**src/rtl/dm_arbiter.sv**
```systemverilog
// ---------------------------------------------------------------------------
// dm_arbiter
//
// Purpose: lets two requesters share one single-ported, byte-enabled data
// memory. Port 0 is the CPU MEM stage and port 1 is the DMA/debug loader.
// One transaction is in flight at a time. The block turns byte, half and word
// accesses into a word address, byte enables and lane-aligned write data. On
// a load it picks the addressed lane from the read data and sign- or
// zero-extends it. The SRAM returns read data one cycle after the read strobe.
//
// Build option: define DM_FIXED_PRIO_EN to make port 0 win every tie.
// Without it (the default), ties go round-robin.
//
// Ports:
//   clk, reset          clock; synchronous active-high reset
//   pN_req_i / pN_gnt_o request valid / accepted this cycle (N = 0, 1)
//   pN_we_i             1 = store, 0 = load
//   pN_addr_i           byte address
//   pN_wdata_i          store data (low byte/half used for sb/sh)
//   pN_mode_i           [1:0] 00 word, 01 byte, 10 half, 11 reserved;
//                       [2] 1 = zero-extend load
//   pN_done_o           one-cycle completion pulse
//   pN_err_o            misaligned/reserved access, valid with done
//   pN_rdata_o          load result, held until the port's next done
//   mem_en_o, mem_we_o  SRAM strobe / write
//   mem_addr_o          SRAM word address
//   mem_be_o            byte enables, bit i covers bits [8i+7:8i]
//   mem_wdata_o         lane-aligned write data
//   mem_rdata_i         SRAM read data, valid the cycle after a read strobe
// ---------------------------------------------------------------------------
module dm_arbiter #(
    parameter int ADDR_W = 10
) (
    input  logic              clk,
    input  logic              reset,

    input  logic              p0_req_i,
    output logic              p0_gnt_o,
    input  logic              p0_we_i,
    input  logic [31:0]       p0_addr_i,
    input  logic [31:0]       p0_wdata_i,
    input  logic [2:0]        p0_mode_i,
    output logic              p0_done_o,
    output logic              p0_err_o,
    output logic [31:0]       p0_rdata_o,

    input  logic              p1_req_i,
    output logic              p1_gnt_o,
    input  logic              p1_we_i,
    input  logic [31:0]       p1_addr_i,
    input  logic [31:0]       p1_wdata_i,
    input  logic [2:0]        p1_mode_i,
    output logic              p1_done_o,
    output logic              p1_err_o,
    output logic [31:0]       p1_rdata_o,

    output logic              mem_en_o,
    output logic              mem_we_o,
    output logic [ADDR_W-1:0] mem_addr_o,
    output logic [3:0]        mem_be_o,
    output logic [31:0]       mem_wdata_o,
    input  logic [31:0]       mem_rdata_i
);

    localparam logic [1:0] S_IDLE  = 2'd0;
    localparam logic [1:0] S_ISSUE = 2'd1;
    localparam logic [1:0] S_RDATA = 2'd2;

    localparam logic [1:0] M_WORD  = 2'b00;
    localparam logic [1:0] M_BYTE  = 2'b01;
    localparam logic [1:0] M_HALF  = 2'b10;

    logic [1:0]        state_q, state_d;
    logic              owner_q;
    logic              we_q;
    logic [2:0]        mode_q;
    logic [ADDR_W+1:0] addr_q;
    logic [31:0]       wdata_q;
    logic [1:0]        done_q, done_d;
    logic [1:0]        err_q, err_d;
    logic [31:0]       rdata0_q, rdata1_q;
    logic              rdata_en;

    logic              win;        // 0 = port 0, 1 = port 1
    logic              accept;
    logic              sel_we;
    logic [31:0]       sel_addr;
    logic [31:0]       sel_wdata;
    logic [2:0]        sel_mode;
    logic              sel_legal;

    logic [7:0]        lane_byte;
    logic [15:0]       lane_half;
    logic              sext;
    logic [31:0]       load_val;

    // Only the word-index bits of the address reach the memory.
    logic              unused_addr_hi;
    assign unused_addr_hi = ^sel_addr[31:ADDR_W+2];

    // ---------------------------------------------------------------- arbiter
`ifdef DM_FIXED_PRIO_EN
    assign win = ~p0_req_i;
`else
    logic last_grant_q;

    // On a tie the port that did not win last time goes first; a lone
    // requester always wins.
    assign win = (p0_req_i && p1_req_i) ? ~last_grant_q : ~p0_req_i;

    always_ff @(posedge clk) begin
        if (reset) begin
            last_grant_q <= 1'b1;     // port 0 takes the first tie
        end else if (accept) begin
            last_grant_q <= win;
        end
    end
`endif

    // Grant is combinational and only offered while idle and out of reset.
    assign accept   = (state_q == S_IDLE) && !reset && (p0_req_i || p1_req_i);
    assign p0_gnt_o = accept && !win;
    assign p1_gnt_o = accept &&  win;

    assign sel_we    = win ? p1_we_i    : p0_we_i;
    assign sel_addr  = win ? p1_addr_i  : p0_addr_i;
    assign sel_wdata = win ? p1_wdata_i : p0_wdata_i;
    assign sel_mode  = win ? p1_mode_i  : p0_mode_i;

    // NOTE: every always_comb output gets a default first so no path leaves
    // it unassigned, which would infer a latch.
    always_comb begin
        sel_legal = 1'b0;
        case (sel_mode[1:0])
            M_WORD:  sel_legal = (sel_addr[1:0] == 2'b00);
            M_BYTE:  sel_legal = 1'b1;
            M_HALF:  sel_legal = !sel_addr[0];
            default: sel_legal = 1'b0;
        endcase
    end

    // ------------------------------------------------------------ next state
    always_comb begin
        state_d  = state_q;
        done_d   = 2'b00;
        err_d    = 2'b00;
        rdata_en = 1'b0;
        case (state_q)
            S_IDLE: begin
                if (accept) begin
                    if (sel_legal) begin
                        state_d = S_ISSUE;
                    end else begin
                        // Illegal requests never touch memory; they finish
                        // with an error on the next cycle.
                        done_d[win] = 1'b1;
                        err_d[win]  = 1'b1;
                    end
                end
            end
            S_ISSUE: begin
                if (we_q) begin
                    state_d        = S_IDLE;
                    done_d[owner_q] = 1'b1;
                end else begin
                    state_d = S_RDATA;
                end
            end
            S_RDATA: begin
                state_d         = S_IDLE;
                done_d[owner_q] = 1'b1;
                rdata_en        = 1'b1;
            end
            default: state_d = S_IDLE;
        endcase
    end

    // ------------------------------------------------------------ load path
    assign lane_byte = mem_rdata_i[{addr_q[1:0], 3'b000} +: 8];
    assign lane_half = addr_q[1] ? mem_rdata_i[31:16] : mem_rdata_i[15:0];
    assign sext      = !mode_q[2];

    always_comb begin
        case (mode_q[1:0])
            M_BYTE:  load_val = {{24{sext & lane_byte[7]}}, lane_byte};
            M_HALF:  load_val = {{16{sext & lane_half[15]}}, lane_half};
            default: load_val = mem_rdata_i;
        endcase
    end

    // ------------------------------------------------------------ registers
    // NOTE: sequential state uses non-blocking assignments so every flop
    // samples pre-edge values regardless of statement order.
    always_ff @(posedge clk) begin
        if (reset) begin
            state_q  <= S_IDLE;
            done_q   <= 2'b00;
            err_q    <= 2'b00;
            rdata0_q <= 32'h0;
            rdata1_q <= 32'h0;
        end else begin
            state_q <= state_d;
            done_q  <= done_d;
            err_q   <= err_d;
            if (rdata_en && !owner_q) rdata0_q <= load_val;
            if (rdata_en &&  owner_q) rdata1_q <= load_val;
        end
    end

    // NOTE: the latched request is plain datapath, loaded on every accept and
    // only read while a transaction is live, so it carries no reset.
    always_ff @(posedge clk) begin
        if (accept) begin
            owner_q <= win;
            we_q    <= sel_we;
            mode_q  <= sel_mode;
            addr_q  <= sel_addr[ADDR_W+1:0];
            wdata_q <= sel_wdata;
        end
    end

    // ------------------------------------------------------------ memory side
    assign mem_en_o   = (state_q == S_ISSUE);
    assign mem_we_o   = mem_en_o && we_q;
    assign mem_addr_o = addr_q[ADDR_W+1:2];

    always_comb begin
        mem_be_o    = 4'b0000;
        mem_wdata_o = wdata_q;
        if (mem_we_o) begin
            case (mode_q[1:0])
                M_WORD:  mem_be_o = 4'b1111;
                M_BYTE:  mem_be_o = 4'b0001 << addr_q[1:0];
                M_HALF:  mem_be_o = addr_q[1] ? 4'b1100 : 4'b0011;
                default: mem_be_o = 4'b0000;
            endcase
        end
        // Replicate narrow data across all lanes; the enables pick the lane.
        case (mode_q[1:0])
            M_BYTE:  mem_wdata_o = {4{wdata_q[7:0]}};
            M_HALF:  mem_wdata_o = {2{wdata_q[15:0]}};
            default: mem_wdata_o = wdata_q;
        endcase
    end

    assign p0_done_o  = done_q[0];
    assign p1_done_o  = done_q[1];
    assign p0_err_o   = err_q[0];
    assign p1_err_o   = err_q[1];
    assign p0_rdata_o = rdata0_q;
    assign p1_rdata_o = rdata1_q;

endmodule

```
**config.mk**
```make
export PLATFORM = sky130hd
export DESIGN_NAME = dm_arbiter
export DESIGN_NICKNAME = d
export VERILOG_FILES = /design/src/rtl/dm_arbiter.sv
export SDC_FILE = /design/constraint.sdc
export NUM_CORES = 1
export LEC_CHECK = 0
export ABC_CLOCK_PERIOD_IN_PS = 2070
export CAP_MARGIN = 20
export CELL_PAD_IN_SITES_DETAIL_PLACEMENT = 1
export CELL_PAD_IN_SITES_GLOBAL_PLACEMENT = 1
export CORE_MARGIN = 2
export CORE_UTILIZATION = 42
export CTS_CLUSTER_SIZE = 25
export DETAILED_ROUTE_END_ITERATION = 6
export DONT_BUFFER_PORTS = 1
export PLACE_DENSITY_LB_ADDON = 0.08
export SKIP_CTS_REPAIR_TIMING = 1
export SLEW_MARGIN = 20
export SYNTH_ARGS = -nofsm -noshare
export SYNTH_HDL_FRONTEND = slang
export SYNTH_SLANG_ARGS = --single-unit
```
**constraint.sdc**
```tcl
create_clock -name clk -period 2.07 [get_ports clk]
set_clock_uncertainty 0.05 [all_clocks]
set_input_delay 0.207 -clock clk [delete_from_list [all_inputs] [get_ports clk]]
set_output_delay 0.207 -clock clk [all_outputs]
set_load 0.01 [all_outputs]
```
# After elaboration in Yosys (flattened, before gate mapping)
# Index checks and enable logic that the tools add are counted.
[word_totals]
register_bits = 120
inputBits = 172
output_inout_bits = 118
elab_cells = 77
[classes]
magnitude_cmp = 4
eq_ne = 8
shifts = 2
n_mux = 25
bitwise_logic = 5
reduce_logical = 22
[op_table]
columns = ["cell", "n"]
rows = [
  ["one-hot mux 32 bit (2 select lines)", 2],
  ["2-to-1 mux 32 bit", 1],
  ["variable part select 32 x 6 -> 8 bit", 1],
  ["2-to-1 mux 16 bit", 1],
  ["2-to-1 mux 12 bit", 1],
  ["2-to-1 mux 2 bit", 6],
  ["one-hot mux 4 bit (3 select lines)", 1],
  ["logical AND 1 bit", 10],
  ["logical NOT 2 bit", 4],
  ["2-to-1 mux 4 bit", 2],
  ["equality test 2 x 1 -> 1 bit (second input constant)", 3],
  ["equality test 2 bit (second input constant)", 3],
  ["one-hot mux 2 bit (3 select lines)", 1],
  ["logical NOT 1 bit", 5],
  ["2-to-1 mux 1 bit", 5],
  ["< comparator 1 x 2 -> 1 bit (second input constant)", 2],
  ["!= test 2 bit (second input constant)", 2],
  ["one-hot mux 2 bit (2 select lines)", 1],
  ["<< shifter 1 x 2 -> 4 bit (first input constant)", 1],
  ["2-to-1 mux 3 bit", 1],
  ["NOT 1 bit", 3],
  ["one-hot mux 1 bit (3 select lines)", 1],
  ["bitwise AND 1 bit", 2],
  ["demux 1 bit (select 1 bit)", 2],
  ["other kinds (4)", 5],
]

# Logic depth before layout (Yosys ltp)
[logic_depth]
ltp_word = 9
ltp_mapped = 8
ltp_nobuf = 6

# Least setup slack after synthesis
# No wires, ideal clock.
[synth_timing]
path_kind = "register to register"
from = "register state_q[1]"
to = "register addr_q[0] (enable)"
setup_ps = 403
arrival_ps = 1718
required_ps = 1617
path_slack_ps = -102
stages_incl_launch_ff = 4
path_buffers = 0
cell_sequence = "dfxtp_1 -> nor3_1 -> o21ai_0 -> inv_1"
[synth_between]
elab_chain_cells = 3
[synth_lines]
columns = ["item", "line_no", "rtl"]
rows = [
  ["from (decl)", "73", "logic [1:0] state_q, state_d;"],
  ["from (signal assigned)", "202", "state_q <= state_d;"],
  ["logical NOT 2 bit", "121", "assign accept = (state_q == S_IDLE) && !reset && (p0_req_i || p1_req_i);"],
  ["logical AND 1 bit (2 in series)", "121", ""],
  ["net accept", "85", "logic accept;"],
  ["to (signal assigned)", "217", "addr_q <= sel_addr[ADDR_W+1:0];"],
  ["to (decl)", "77", "logic [ADDR_W+1:0] addr_q;"],
]
# The timed path passes the listed nets, and every way through them passes these cells.
# A chain may end at the register's enable or synchronous reset.

# Worst setup path in the final report
[layout_timing]
from = "register mode_q[1]"
to = "output mem_wdata_o[22]"
[layout_between]
elab_chain_cells = 2
elab_cells_between_ends = 3
cone_classes = "2 x eq/ne; 1 x mux"
[layout_lines]
columns = ["item", "line_no", "rtl"]
rows = [
  ["from (decl)", "76", "logic [2:0] mode_q;"],
  ["from (signal assigned)", "216", "mode_q <= sel_mode;"],
  ["equality test 2 bit / equality test 2 x 1 -> 1 bit (equally long branches)", "239", "case (mode_q[1:0])"],
  ["one-hot mux 32 bit (2 select lines) *", "239", ""],
  ["to (decl)", "61", "output logic [31:0] mem_wdata_o,"],
]
# Every way passes the cells marked *; elsewhere a longest branch is shown, timed or not.

==> flow_summary.yaml <==
placed_design:
  place_ws_ns: -0.06711
  dp_hpwl_um: 12280
  port_buffers: 0
  place.gp.congestion: 0.8347
  dpl_cell_area_um2: 6020
power:
  pwr-share-comb_pct: 16.4
  power.share.sequential_pct: 40.8
  power.density_nw_per_um2: 826.8
  p_clk_share_pct: 42.8
  ir_drop_mv: 0.5477
  p_switching_mw: 1.813
  cellLeakagePower_nw: 2.857
  p_sw_share_pct: 27.35
  internal_power_mw: 4.815
yosys:
  async_reset_ff_share_pct: 0
  netlist_area_um2: 5846
  synthTopCellsByArea: "edfxtp_1 25%, dfxtp_1 24%, mux2_2 9.2%, nor2_1 5.4%, a211oi_1 4.4%"
  synthFlopType: "dfxtp_1"
  synth_edf_count: 49
  netlist_instances: 564
  ys_seq_area_share_pct: 49.49
  synth_top_area_cell: "edfxtp_1"
  synth.top_cells.by_count: "84 x nor2_1, 71 x dfxtp_1, 49 x edfxtp_1"
  synth_seq_cells: 120
  synth_cell_type_count: 43
  synthesis.nets: 740
  yosys_warnings: 0
  synth.most_common_cell: "nor2_1"
  synth_top_area_share_pct: 25.17
  synth_area_per_cell_um2: 10.36
clock_network:
  path_clk_slew_ns: 0.06
  insertion_delay_ns: 0.41
  h-tree-depth: 4
  cts_made_buffers: 17
  cts_tree: "built"
  clk_path_buf_depth: 2
  cts-root-buf: "clkbuf_16"
  cts_sinks: 120
detailed_routing:
  antenna_left: 0
  routedWlPerCell_um: 25.05
  firstDrtPassIters: 4
  route.detailed.drc: 0
  wl_um: 21570
  drt_iter0_drc: 449
  vias: 4992
  via_per_inst: 5.798
sta:
  clock.fmax_mhz: 467.7
  setup_viol: 14
  hold_viol_final: 2
  hold_ws_ns: -0.02638
  timing.final.crit_share_pct: 103.3
  worst_slack_ns: -0.06819
  setup_total_negative_slack_ns: -0.3957
  rsz0062_at_grt: "true"
  worst_pin_slew_ns: 0.7112
  drv_slew: 0
  fin_crit_ns: 2.138
  slew_headroom_pct: 52.09
outcome:
  violations: "hold timing, setup timing"
  status: "finished, violations left"
grt:
  grt_pass1_vias: 4532
  grt_pass1_wl_um: 25670
  antenna_found_initial: 0
  grt_max_degree: 78
  grt_use_total_pct: 22.94
  grt-ovfl-total: 0
critical_path:
  r2r-start: "mode_q[1]$_DFFE_PP_"
  end_kind: "output port"
  critPathLaunchType: "flip-flop"
  cp_max_fo: 25
  required_ns: 1.81
  critical_path_arrival_ns: 1.88
  startpoint: "mode_q[1]$_DFFE_PP_"
  crit_type: "flip-flop to output port"
die:
  ios: 290
  die_x_um: 122.0
  fp-row-count: 43
  die_h_um: 122.0
  core_area_um2: 13720
  dieArea_um2: 14880
  initial_utilization_pct: 42.61
hold_path:
  hold_path_startpoint: "mem_rdata_i[15]"
  hold_path_class: "input port to flip-flop"
finish:
  diodes: 0
  layout.nets: 844
  syn_to_final_growth_pct: 37.14
  drive_gt1_share_pct: 20.70
  fin_area_um2: 8016
job:
  cap_violations: 0
## sequential cells by signal (all words and copies together) (netlist names)
name,count
owner_q,1
err_q,2
we_q,1
p1_rdata_o,32
mode_q,3
wdata_q,32
state_q,2
last_grant_q,1
addr_q,12
done_q,2
p0_rdata_o,32
## layer usage
layer / share of wire [%] / track usage [%] / routed length [um]
met4: 1.7 / 7.471 / 375
met5: 0 / 0 / 0
met1: 39 / 25.36 / 8319
met2: 51 / 39.46 / 11070
met3: 8.3 / 10.11 / 1801
## path summary, 6_finish.rpt
check / endpoint / slack (ns) / depth (start not counted)
max: mem_wdata_o[22] / -0.07 / 5
min: p1_rdata_o[15]$_SDFFE_PP0P_ / -0.03 / 2
max reg2reg: p1_rdata_o[6]$_SDFFE_PP0P_ / 0.08 / 6
min reg2reg: state_q[1]$_SDFFE_PP0P_ / 0.42 / 1
## power groups by stage
stage	Combinational (mW)	Sequential [mW]	Clock, mW
after floorplan	0.603	2.69	0
after global placement	0.733	2.73	0
after detailed placement	0.748	2.73	0
after CTS	0.751	2.69	2.83
after global routing	1.16	2.71	2.96
final	1.09	2.71	2.84
## layout by cell type, fill, tap and decap left out, types with 3 or more instances in the layout
cell type / instances
a211oi_1: 34
a21oi_1: 14
a21oi_2: 4
a221o_1: 14
a22o_4: 8
a22oi_1: 8
a311oi_1: 14
and2_4: 3
buf_12: 9
buf_4: 12
clkbuf_16: 19
clkinv_2: 4
clkinvlp_4: 4
dfxtp_1: 71
dlygate4sd3_1: 120
edfxtp_1: 49
inv_1: 13
inv_2: 3
mux2_2: 48
mux2i_1: 9
nand2_1: 36
nand2b_1: 14
nor2_1: 79
nor2_2: 4
nor2b_1: 3
nor3_1: 3
nor3b_1: 16
o21a_1: 4
o2bb2ai_1: 21
## critical path, stage by stage, from the launching register on
cell	delay (ns)
edfxtp_1	0.41
inv_2	0.09
ha_4	0.32
buf_12	0.19
nand2_1	0.09
o2bb2ai_1	0.35
## kinds of logic (layout without fill, tap and decap cells)
| kind of cell | Yosys count | count (layout) | synth area share, % |
|---|---|---|---|
| and+or+nand+nor | 168 | 168 | 13.18 |
| AOI/OAI and AO/OA | 137 | 137 | 18.77 |
| DFF | 120 | 120 | 49.49 |
| buffers and inverters | 77 | 194 | 6.528 |
| muxes | 58 | 58 | 11.17 |
| adders and majority gates | 4 | 4 | 0.8562 |
## stage by stage
step                hold slack (ns)  power [mW]  utilization [%]  instances
floorplan                    0.3288       3.297                -        564
global placement             0.2384       3.466            43.88        706
detailed placement           0.2429       3.482            43.88        706
CTS                         -0.1961       6.268            48.01        738
global route                0.02147       6.837            58.43        861
finish                     -0.02638       6.628            58.43        861
## final cells by class
type | count | area [um2]
Fill cell | 1425 | 5703
Sequential cell | 120 | 2893
Multi-Input combinational cell | 367 | 2746
Timing Repair Buffer | 143 | 1510
Clock buffer | 22 | 500.5
Tap cell | 180 | 225.2
Inverter | 19 | 75.07
Clock inverter | 10 | 66.31
Power figures use the tool's default switching activity.
